===== src/rtl/umi_arb_pkg.sv =====
// Shared definitions for the ebrick UMI request arbiter and its round-robin picker.
package umi_arb_pkg;

    localparam int unsigned EOMBIT_DEFAULT = 22;

    typedef enum logic {
        UNLOCKED = 1'b0,
        LOCKED   = 1'b1
    } arb_state_e;

    // Requester id width; never collapses to zero bits.
    function automatic int unsigned id_width(input int unsigned n);
        return (n > 1) ? $clog2(n) : 1;
    endfunction

endpackage


===== src/rtl/ebrick_rr_pick.sv =====
// Combinational round-robin picker: first valid requester at or after ptr, wrapping mod N.
module ebrick_rr_pick
    import umi_arb_pkg::*;
#(
    parameter int unsigned N  = 4,
    parameter int unsigned IW = id_width(N)
) (
    input  logic [N-1:0]  valid,
    input  logic [IW-1:0] ptr,
    output logic [N-1:0]  gnt,
    output logic [IW-1:0] gnt_id
);

    logic [2*N-1:0] rot;
    logic           found;
    logic [31:0]    sum;

    // Rotate so bit 0 is the ptr requester, then take the lowest set bit.
    always_comb begin
        rot    = {valid, valid} >> ptr;
        found  = 1'b0;
        sum    = '0;
        gnt_id = '0;
        gnt    = '0;
        for (int unsigned k = 0; k < N; k++) begin
            if (!found && rot[k]) begin
                found = 1'b1;
                sum   = 32'(ptr) + 32'(k);
                if (sum >= 32'(N)) begin
                    sum = sum - 32'(N);
                end
                gnt_id = IW'(sum);
            end
        end
        for (int unsigned j = 0; j < N; j++) begin
            gnt[j] = found && (gnt_id == IW'(j));
        end
    end

endmodule


===== src/rtl/ebrick_umi_req_arbiter.sv =====
// Merges N UMI request streams onto one port: round-robin per transaction,
// grant held until the EOM beat, single registered output stage.
module ebrick_umi_req_arbiter
    import umi_arb_pkg::*;
#(
    parameter int unsigned N      = 4,
    parameter int unsigned CW     = 32,
    parameter int unsigned AW     = 64,
    parameter int unsigned DW     = 64,
    parameter int unsigned EOMBIT = EOMBIT_DEFAULT,
    localparam int unsigned IW    = id_width(N)
) (
    input  logic            clk,
    input  logic            nreset,
    input  logic [N-1:0]    in_valid,
    input  logic [N*CW-1:0] in_cmd,
    input  logic [N*AW-1:0] in_dstaddr,
    input  logic [N*AW-1:0] in_srcaddr,
    input  logic [N*DW-1:0] in_data,
    output logic [N-1:0]    in_ready,
    output logic            out_valid,
    output logic [CW-1:0]   out_cmd,
    output logic [AW-1:0]   out_dstaddr,
    output logic [AW-1:0]   out_srcaddr,
    output logic [DW-1:0]   out_data,
    input  logic            out_ready,
    output logic [IW-1:0]   grant_id,
    output logic            locked
);

    arb_state_e     state;
    logic [IW-1:0]  ptr;
    logic [N-1:0]   pick_gnt;
    logic [IW-1:0]  pick_id;

    logic           load;
    logic [IW-1:0]  gnt;
    logic           accept;
    logic [CW-1:0]  sel_cmd;
    logic [AW-1:0]  sel_dstaddr;
    logic [AW-1:0]  sel_srcaddr;
    logic [DW-1:0]  sel_data;
    logic           sel_eom;
    logic [31:0]    ptr_sum;
    logic [IW-1:0]  ptr_nxt;

    ebrick_rr_pick #(
        .N  (N),
        .IW (IW)
    ) u_pick (
        .valid  (in_valid),
        .ptr    (ptr),
        .gnt    (pick_gnt),
        .gnt_id (pick_id)
    );

    // Grant, ready and payload select; while locked only the owner may be heard.
    always_comb begin
        load        = ~out_valid | out_ready;
        gnt         = (state == LOCKED) ? grant_id : pick_id;
        in_ready    = '0;
        sel_cmd     = '0;
        sel_dstaddr = '0;
        sel_srcaddr = '0;
        sel_data    = '0;
        if (nreset && load) begin
            if (state == LOCKED) begin
                for (int unsigned i = 0; i < N; i++) begin
                    in_ready[i] = (grant_id == IW'(i));
                end
            end else begin
                in_ready = pick_gnt;
            end
        end
        accept = |(in_valid & in_ready);
        for (int unsigned i = 0; i < N; i++) begin
            if (gnt == IW'(i)) begin
                sel_cmd     = in_cmd[i*CW +: CW];
                sel_dstaddr = in_dstaddr[i*AW +: AW];
                sel_srcaddr = in_srcaddr[i*AW +: AW];
                sel_data    = in_data[i*DW +: DW];
            end
        end
        sel_eom = sel_cmd[EOMBIT];
        ptr_sum = 32'(gnt) + 32'd1;
        if (ptr_sum >= 32'(N)) begin
            ptr_sum = '0;
        end
        ptr_nxt = IW'(ptr_sum);
    end

    // Output stage, lock FSM and fairness pointer.
    always_ff @(posedge clk) begin
        if (!nreset) begin
            state       <= UNLOCKED;
            ptr         <= '0;
            grant_id    <= '0;
            out_valid   <= 1'b0;
            out_cmd     <= '0;
            out_dstaddr <= '0;
            out_srcaddr <= '0;
            out_data    <= '0;
        end else if (accept) begin
            out_valid   <= 1'b1;
            out_cmd     <= sel_cmd;
            out_dstaddr <= sel_dstaddr;
            out_srcaddr <= sel_srcaddr;
            out_data    <= sel_data;
            grant_id    <= gnt;
            // EOM ends (or never opens) a transaction; anything else holds the lock.
            case (state)
                UNLOCKED: if (!sel_eom) state <= LOCKED;
                LOCKED:   if (sel_eom)  state <= UNLOCKED;
                default:  state <= UNLOCKED;
            endcase
            if (sel_eom) begin
                ptr <= ptr_nxt;
            end
        end else if (out_ready) begin
            out_valid <= 1'b0;
        end
    end

    assign locked = (state == LOCKED);

endmodule


===== config.mk =====
export PLATFORM = sky130hd
export DESIGN_NAME = ebrick_umi_req_arbiter
export DESIGN_NICKNAME = d
export VERILOG_FILES = /design/src/rtl/umi_arb_pkg.sv /design/src/rtl/ebrick_rr_pick.sv /design/src/rtl/ebrick_umi_req_arbiter.sv
export SDC_FILE = /design/constraint.sdc
export NUM_CORES = 1
export LEC_CHECK = 0
export ABC_CLOCK_PERIOD_IN_PS = 5530
export BUFFER_PORTS_ARGS = -buffer_cell sky130_fd_sc_hd__buf_2
export CAP_MARGIN = 20
export CORE_AREA = 2 2 436 438
export CTS_CLUSTER_DIAMETER = 120
export DETAILED_ROUTE_END_ITERATION = 7
export DIE_AREA = 0 0 438 440
export PLACE_DENSITY = 0.3
export SYNTH_ARGS = -nofsm -noshare
export SYNTH_HDL_FRONTEND = slang
export SYNTH_SLANG_ARGS = --single-unit

===== constraint.sdc =====
create_clock -name clk -period 5.53 [get_ports clk]
set_input_delay 0.553 -clock clk [delete_from_list [all_inputs] [get_ports clk]]
set_output_delay 0.553 -clock clk [all_outputs]
set_load 0.01 [all_outputs]

=== Word level (Yosys, flattened, before mapping) ===
Cells that the tools add are included.

* $add $sub $neg: 8
* $mul: 0
* Divide/modulo/power cells: 0
* $lt $le $gt $ge: 5
* Equality and inequality tests: 9
* Shift operators: 1
* Mux-type cells: 35
* Bitwise logic cells: 3
* Reductions and logical operators: 17

{| class="wikitable"
|+ Operators by type and width
! cell !! count
|-
| two-way mux 64 bit || 12
|-
| two-way mux 32 bit || 4
|-
| two-way mux 2 bit || 10
|-
| == test 2 bit (second input constant) || 6
|-
| >= comparator 3 bit (second input constant) || 4
|-
| logical AND 1 bit || 8
|-
| two-way mux 4 bit || 2
|-
| >> shifter 8 x 2 -> 4 bit || 1
|-
| subtractor 2 x 1 -> 2 bit (second input constant) || 4
|-
| two-way mux 1 bit || 7
|-
| adder 2 x 1 -> 3 bit (second input constant) || 2
|-
| adder 2 x 2 -> 3 bit (second input constant) || 2
|-
| == test 2 x 1 -> 1 bit (second input constant) || 3
|-
| logical NOT 2 bit || 3
|-
| AND 4 bit || 1
|-
| OR reduction 4 bit || 1
|-
| >= comparator 2 x 3 -> 1 bit (second input constant) || 1
|-
| logical NOT 1 bit || 3
|-
| AND reduction 2 bit || 1
|-
| nonzero test 2 bit || 1
|-
| NOT 1 bit || 1
|-
| OR 1 bit || 1
|}

* Register bits: 230
* Bits in latches: 0
* Bits in writable memories: 0
* Memory bits (read-only): 0
* Input bits: 903
* Output and inout port bits: 232
* Word-level logic and storage cells: 86
* Memories kept: 0

=== Depth between registers and ports, before layout ===
* Depth after elaboration: 18
* Depth in mapped cells: 16
* Gate-level depth less buffers: 12

=== By module ===
Synthesis repeated with hierarchy kept, for this count alone.

* Cells, all modules: 1883
* Area, all modules: 14112.3 µm²

{| class="wikitable"
|+ By module, submodules not included
! module !! times used !! cells an instance !! area each (µm²) !! seq. area each (µm²)
|-
| ebrick_umi_req_arbiter || 1 || 1852 || 13914.6 || 4604.4
|-
| ebrick_rr_pick || 1 || 31 || 197.7 || 0.0
|}

=== Worst setup path before layout ===
Ideal clock, no wire load.

* Path kind: input port to flip-flop
* Start: in in_valid[1]
* End: reg out_data[39]
* Library setup time: 59 ps
* Arrival time: 3167 ps
* Data required time: 5471 ps
* Path slack: 2304 ps
* Cell stages on the path: 16
* Path through: nand2b_1 > a21oi_1 > a2111oi_4 > a21oi_1 > inv_1 > ha_1 > clkbuf_1 > nor2b_1 > clkbuf_1 > clkbuf_1 > clkbuf_1 > a22oi_1 > nor2_1 > a21oi_1 > o221ai_1 > o211a_1

* Cells in the longest elaborated chain, start to end: 17
* Elaborated cells on any way between the ends: 36

{| class="wikitable"
|+ Ends and longest elaborated chain
! element !! line !! source
|-
| start, declared || ebrick_umi_req_arbiter.sv:15 || <nowiki>input logic [N-1:0] in_valid,</nowiki>
|-
| >> shifter 8 x 2 -> 4 bit * || ebrick_rr_pick.sv:20 || <nowiki>rot = {valid, valid} >> ptr;</nowiki>
|-
| two-way mux 1 bit || ebrick_rr_pick.sv:26 || <nowiki>if (!found && rot[k]) begin</nowiki>
|-
| logical NOT 1 bit || ebrick_rr_pick.sv:26 ||
|-
| logical AND 1 bit || ebrick_rr_pick.sv:26 ||
|-
| two-way mux 1 bit || ebrick_rr_pick.sv:26 ||
|-
| logical NOT 1 bit || ebrick_rr_pick.sv:26 ||
|-
| logical AND 1 bit || ebrick_rr_pick.sv:26 ||
|-
| two-way mux 1 bit || ebrick_rr_pick.sv:26 ||
|-
| logical NOT 1 bit || ebrick_rr_pick.sv:26 ||
|-
| logical AND 1 bit || ebrick_rr_pick.sv:26 ||
|-
| two-way mux 2 bit * || ebrick_rr_pick.sv:26 ||
|-
| two-way mux 2 bit * || ebrick_umi_req_arbiter.sv:60 || <nowiki>gnt = (state == LOCKED) ? grant_id : pick_id;</nowiki>
|-
| via gnt[0] || ebrick_umi_req_arbiter.sv:37 || <nowiki>logic [IW-1:0] gnt;</nowiki>
|-
| logical NOT 2 bit || ebrick_umi_req_arbiter.sv:77 || <nowiki>if (gnt == IW'(i)) begin</nowiki>
|-
| two-way mux 64 bit (3 in a row) || ebrick_umi_req_arbiter.sv:77 ||
|-
| two-way mux 64 bit * || ebrick_umi_req_arbiter.sv:77 ||
|-
| end signal, assigned || ebrick_umi_req_arbiter.sv:108 || <nowiki>out_data <= sel_data;</nowiki>
|-
| end, declared || ebrick_umi_req_arbiter.sv:25 || <nowiki>output logic [DW-1:0] out_data,</nowiki>
|}

The timed path passes the listed nets; every way through them passes the cells marked *.
A chain may end at the register's enable or synchronous reset.

=== Final worst setup path ===
* Start: reg ptr[1]
* End: reg out_dstaddr[35]

* Cells in the longest elaborated chain, start to end: 17
* Elaborated cells on any way between the ends: 51

{| class="wikitable"
|+ Ends and longest elaborated chain
! element !! line !! source
|-
| start, declared || ebrick_umi_req_arbiter.sv:32 || <nowiki>logic [IW-1:0] ptr;</nowiki>
|-
| start signal, assigned || ebrick_umi_req_arbiter.sv:117 || <nowiki>ptr <= ptr_nxt;</nowiki>
|-
| branches (longest 17 deep; another with adder 2 x 1 -> 3 bit) || - ||
|-
| end signal, assigned || ebrick_umi_req_arbiter.sv:106 || <nowiki>out_dstaddr <= sel_dstaddr;</nowiki>
|-
| end, declared || ebrick_umi_req_arbiter.sv:23 || <nowiki>output logic [AW-1:0] out_dstaddr,</nowiki>
|}

Several ways; the timed one is not identified.

==> results.json <==
{
  "ir_drop_mv": 0.308,
  "core_area_um2": 189000,
  "power_uw": 11900,
  "cts_resized": 0,
  "drt_iter0_drc": 1249,
  "holdWs_ns": 0.276,
  "power.switching_uw": 5870,
  "ff_latch_area_um2": 4600,
  "critPathBufInv": 1,
  "clk_latency_ns": 0.62,
  "numClockSinks": 230,
  "max-cap-violations": 0,
  "synth.top_cells.by_count": "232 x nand2_1, 231 x nor2_1, 230 x dfxtp_1",
  "hp-class": "in2reg",
  "yosysTopAreaCell": "dfxtp_1",
  "synth_compound_area_frac": 0.487,
  "grt_pass1_wl_um": 204000,
  "synth_area_leaders": "dfxtp_1 31%, o211a_1 15%, o221ai_1 13%",
  "synthToLayoutAreaGrowth_pct": 66.7,
  "seqPwrFrac": 0.213,
  "io_pins": 1135,
  "synth_warnings": 0,
  "dpl_cell_area_um2": 23300,
  "start_util": 0.0785,
  "p_comb_frac": 0.569,
  "cp_common_cell": "nor2_1",
  "holdBufCountCts": 0,
  "postRouteAntennaNets": 0,
  "powerDensity_nw_per_um2": 481,
  "dieArea_um2": 193000,
  "multi_input_area_um2": 9190,
  "track_usage": 0.158,
  "reg2reg_depth": 12,
  "max_freq_mhz": 244,
  "grt_max_degree": 125,
  "status": "finished clean",
  "worst_hold_startpoint": "in_data[221]",
  "end_kind": "flop",
  "worstReg2RegEnd": "out_dstaddr[35]",
  "syn-instance-count": 1891,
  "antenna_found_initial": 118,
  "p_clk_frac": 0.218,
  "worst_pin_slew_ns": 1.02,
  "fill_cells": 22059,
  "min_to": "out_data[29]",
  "cp_cell_sequence": "nand2_1, a311oi_2, nor2_1, a21boi_0, ha_4, nor2b_4, buf_12, a22oi_1, nor2_1, a21oi_1, o221ai_1, o211a_1",
  "rsz0062_at_grt": "false",
  "die_h_um": 440,
  "final.min_clock_period_ns": 4.09,
  "overflow": 0,
  "wl_per_cell_um": 29.4,
  "avgSynthCellArea_um2": 7.83,
  "via_per_inst": 3.78,
  "synthMuxAreaShare": 0.00135,
  "worstSetupStartpoint": "ptr[1]",
  "cp.arrival_ns": 4.59,
  "vias": 20598,
  "worst-setup-path-type": "reg2reg",
  "cp.depth": 12,
  "grt_pass1_vias": 20086,
  "finalHoldViolCount": 0,
  "r2r-start": "ptr[1]",
  "setup_tns_ns": 0,
  "async_flop_share": 0,
  "netlist_area_um2": 14800,
  "drv_slew": 0,
  "finalWirelength_um": 160000,
  "fin_area_um2": 24700,
  "die_w_um": 438,
  "yosysSeqAreaShare": 0.311,
  "intPower_uw": 6000,
  "htreeDepth": 2,
  "ys.flop_type": "dfxtp_1",
  "synth_top_area_share": 0.311,
  "synth_cell_types": 41,
  "cts_buffers": 38,
  "critical-path-slowest-cell": "a22oi_1",
  "fin_nets": 3777,
  "synth_seq_cells": 230,
  "rows": 160,
  "crit_fanout": 109,
  "setup_viol": 0,
  "synth_top_family_by_area": "compound AO/OA/AOI/OAI gates",
  "post_cts_buffers": 0,
  "finClkSkew_ns": 0.0304,
  "critPathLaunchType": "flop",
  "slowest_delay_ns": 0.80,
  "crit_family": "compound AO/OA/AOI/OAI gates",
  "r2r_slack_ns": 1.44,
  "synth_most_common_cell": "nand2_1",
  "max_slew_margin": 0.317,
  "root_buffer": "clkbuf_16",
  "dr.pass1.iters": 7,
  "cts_tree": "done",
  "drc": 0,
  "final_cell_count_no_fill": 5444,
  "drive_gt1_frac": 0.436,
  "leakage_uw": 0.0125,
  "routabilityCongestion": 0.873,
  "critical_path_required_ns": 6.03,
  "period_share": 0.740,
  "hold_depth": 4,
  "clk_path_buf_depth": 3,
  "yosys.area_share.adder": 0.00338,
  "place_inst": 5341,
  "switching_share": 0.495,
  "path_clk_slew_ns": 0.06,
  "yosys.area_share.simple": 0.125,
  "syn-num-nets": 2798,
  "synth_edf_count": 0,
  "hpwl_um": 132000,
  "port_buffers": 1134,
  "synth_xor_area_frac": 0
}
routing by layer:
metal  global-route usage  share of wire  vias up
li1                     -              -     9348
met1                0.195           0.42    10079
met2                0.263           0.48      845
met3               0.0533          0.084      268
met4               0.0349          0.022       58
met5                    0         0.0024        -
state kept, by name (all words and copies together) (netlist names):
name and count:
out_data 64, out_dstaddr 64, out_srcaddr 64, out_cmd 32, grant_id 2, ptr 2
locked 1, out_valid 1
logic make-up after synthesis:
kind of cell / Yosys count
simple gates: 480
fa+ha+maj: 4
compound gates: 917
buf+inv: 258
flops: 230
mux: 2
power groups by stage:
stage | combinational, uW | sequential (uW) | clock (uW)
after global placement | 6900 | 2570 | 0
after floorplan | 3300 | 2730 | 0
after detailed placement | 6910 | 2570 | 0
final | 6750 | 2530 | 2590
after global routing | 7400 | 2600 | 2770
after CTS | 6920 | 2540 | 2740
cell usage in the layout, fill, tap and decap left out, drive strengths merged, types with 2 or more instances in the layout:
cell type,n
buf,1190
nand2,232
nor2,231
dfxtp,230
a21oi,228
o211a,224
a22oi,223
o221ai,223
clkbuf,51
diode,37
inv,12
clkinv,6
ha,4
o21ai,3
nand2b,3
bufinv,3
or2,3
mux2i,2
nor3,2
o21a,2
nor3b,2
a21boi,2
and2,2
nor2b,2
how the worst max path moves through the flow:
stage,slack (ns),to
2_1_floorplan,2.30,out_data[39]
3_3_place_gp,1.12,out_dstaddr[38]
3_5_place_dp,1.12,out_dstaddr[38]
4_1_cts,1.40,out_dstaddr[38]
5_1_grt,1.11,out_dstaddr[38]
6_report,1.44,out_dstaddr[35]
stage by stage:
step	util	setup WS (ns)
final	0.131	1.44
after floorplan	-	2.30
after global routing	0.131	1.11
after CTS	0.130	1.40
after global placement	0.124	1.12
after detailed placement	0.124	1.12
final cells by class:
class                      instances  area share
sequential                       230       0.187
tap                             2511       0.127
clock buffer                      51      0.0438
multi-input combinational       1403       0.372
antenna                           37     0.00375
inverter                           7     0.00107
clock inverter                    15     0.00740
timing repair buffer            1190       0.258
worst reg2reg max path, stage by stage, from the launching register on:
cell	delay, ns
dfxtp_1	0.48
nand2_1	0.11
a311oi_2	0.36
nor2_1	0.11
a21boi_0	0.49
ha_4	0.46
nor2b_4	0.11
buf_12	0.20
a22oi_1	0.99
nor2_1	0.21
a21oi_1	0.17
o221ai_1	0.13
o211a_1	0.15
Note: power is estimated with default switching activity, not from simulation.
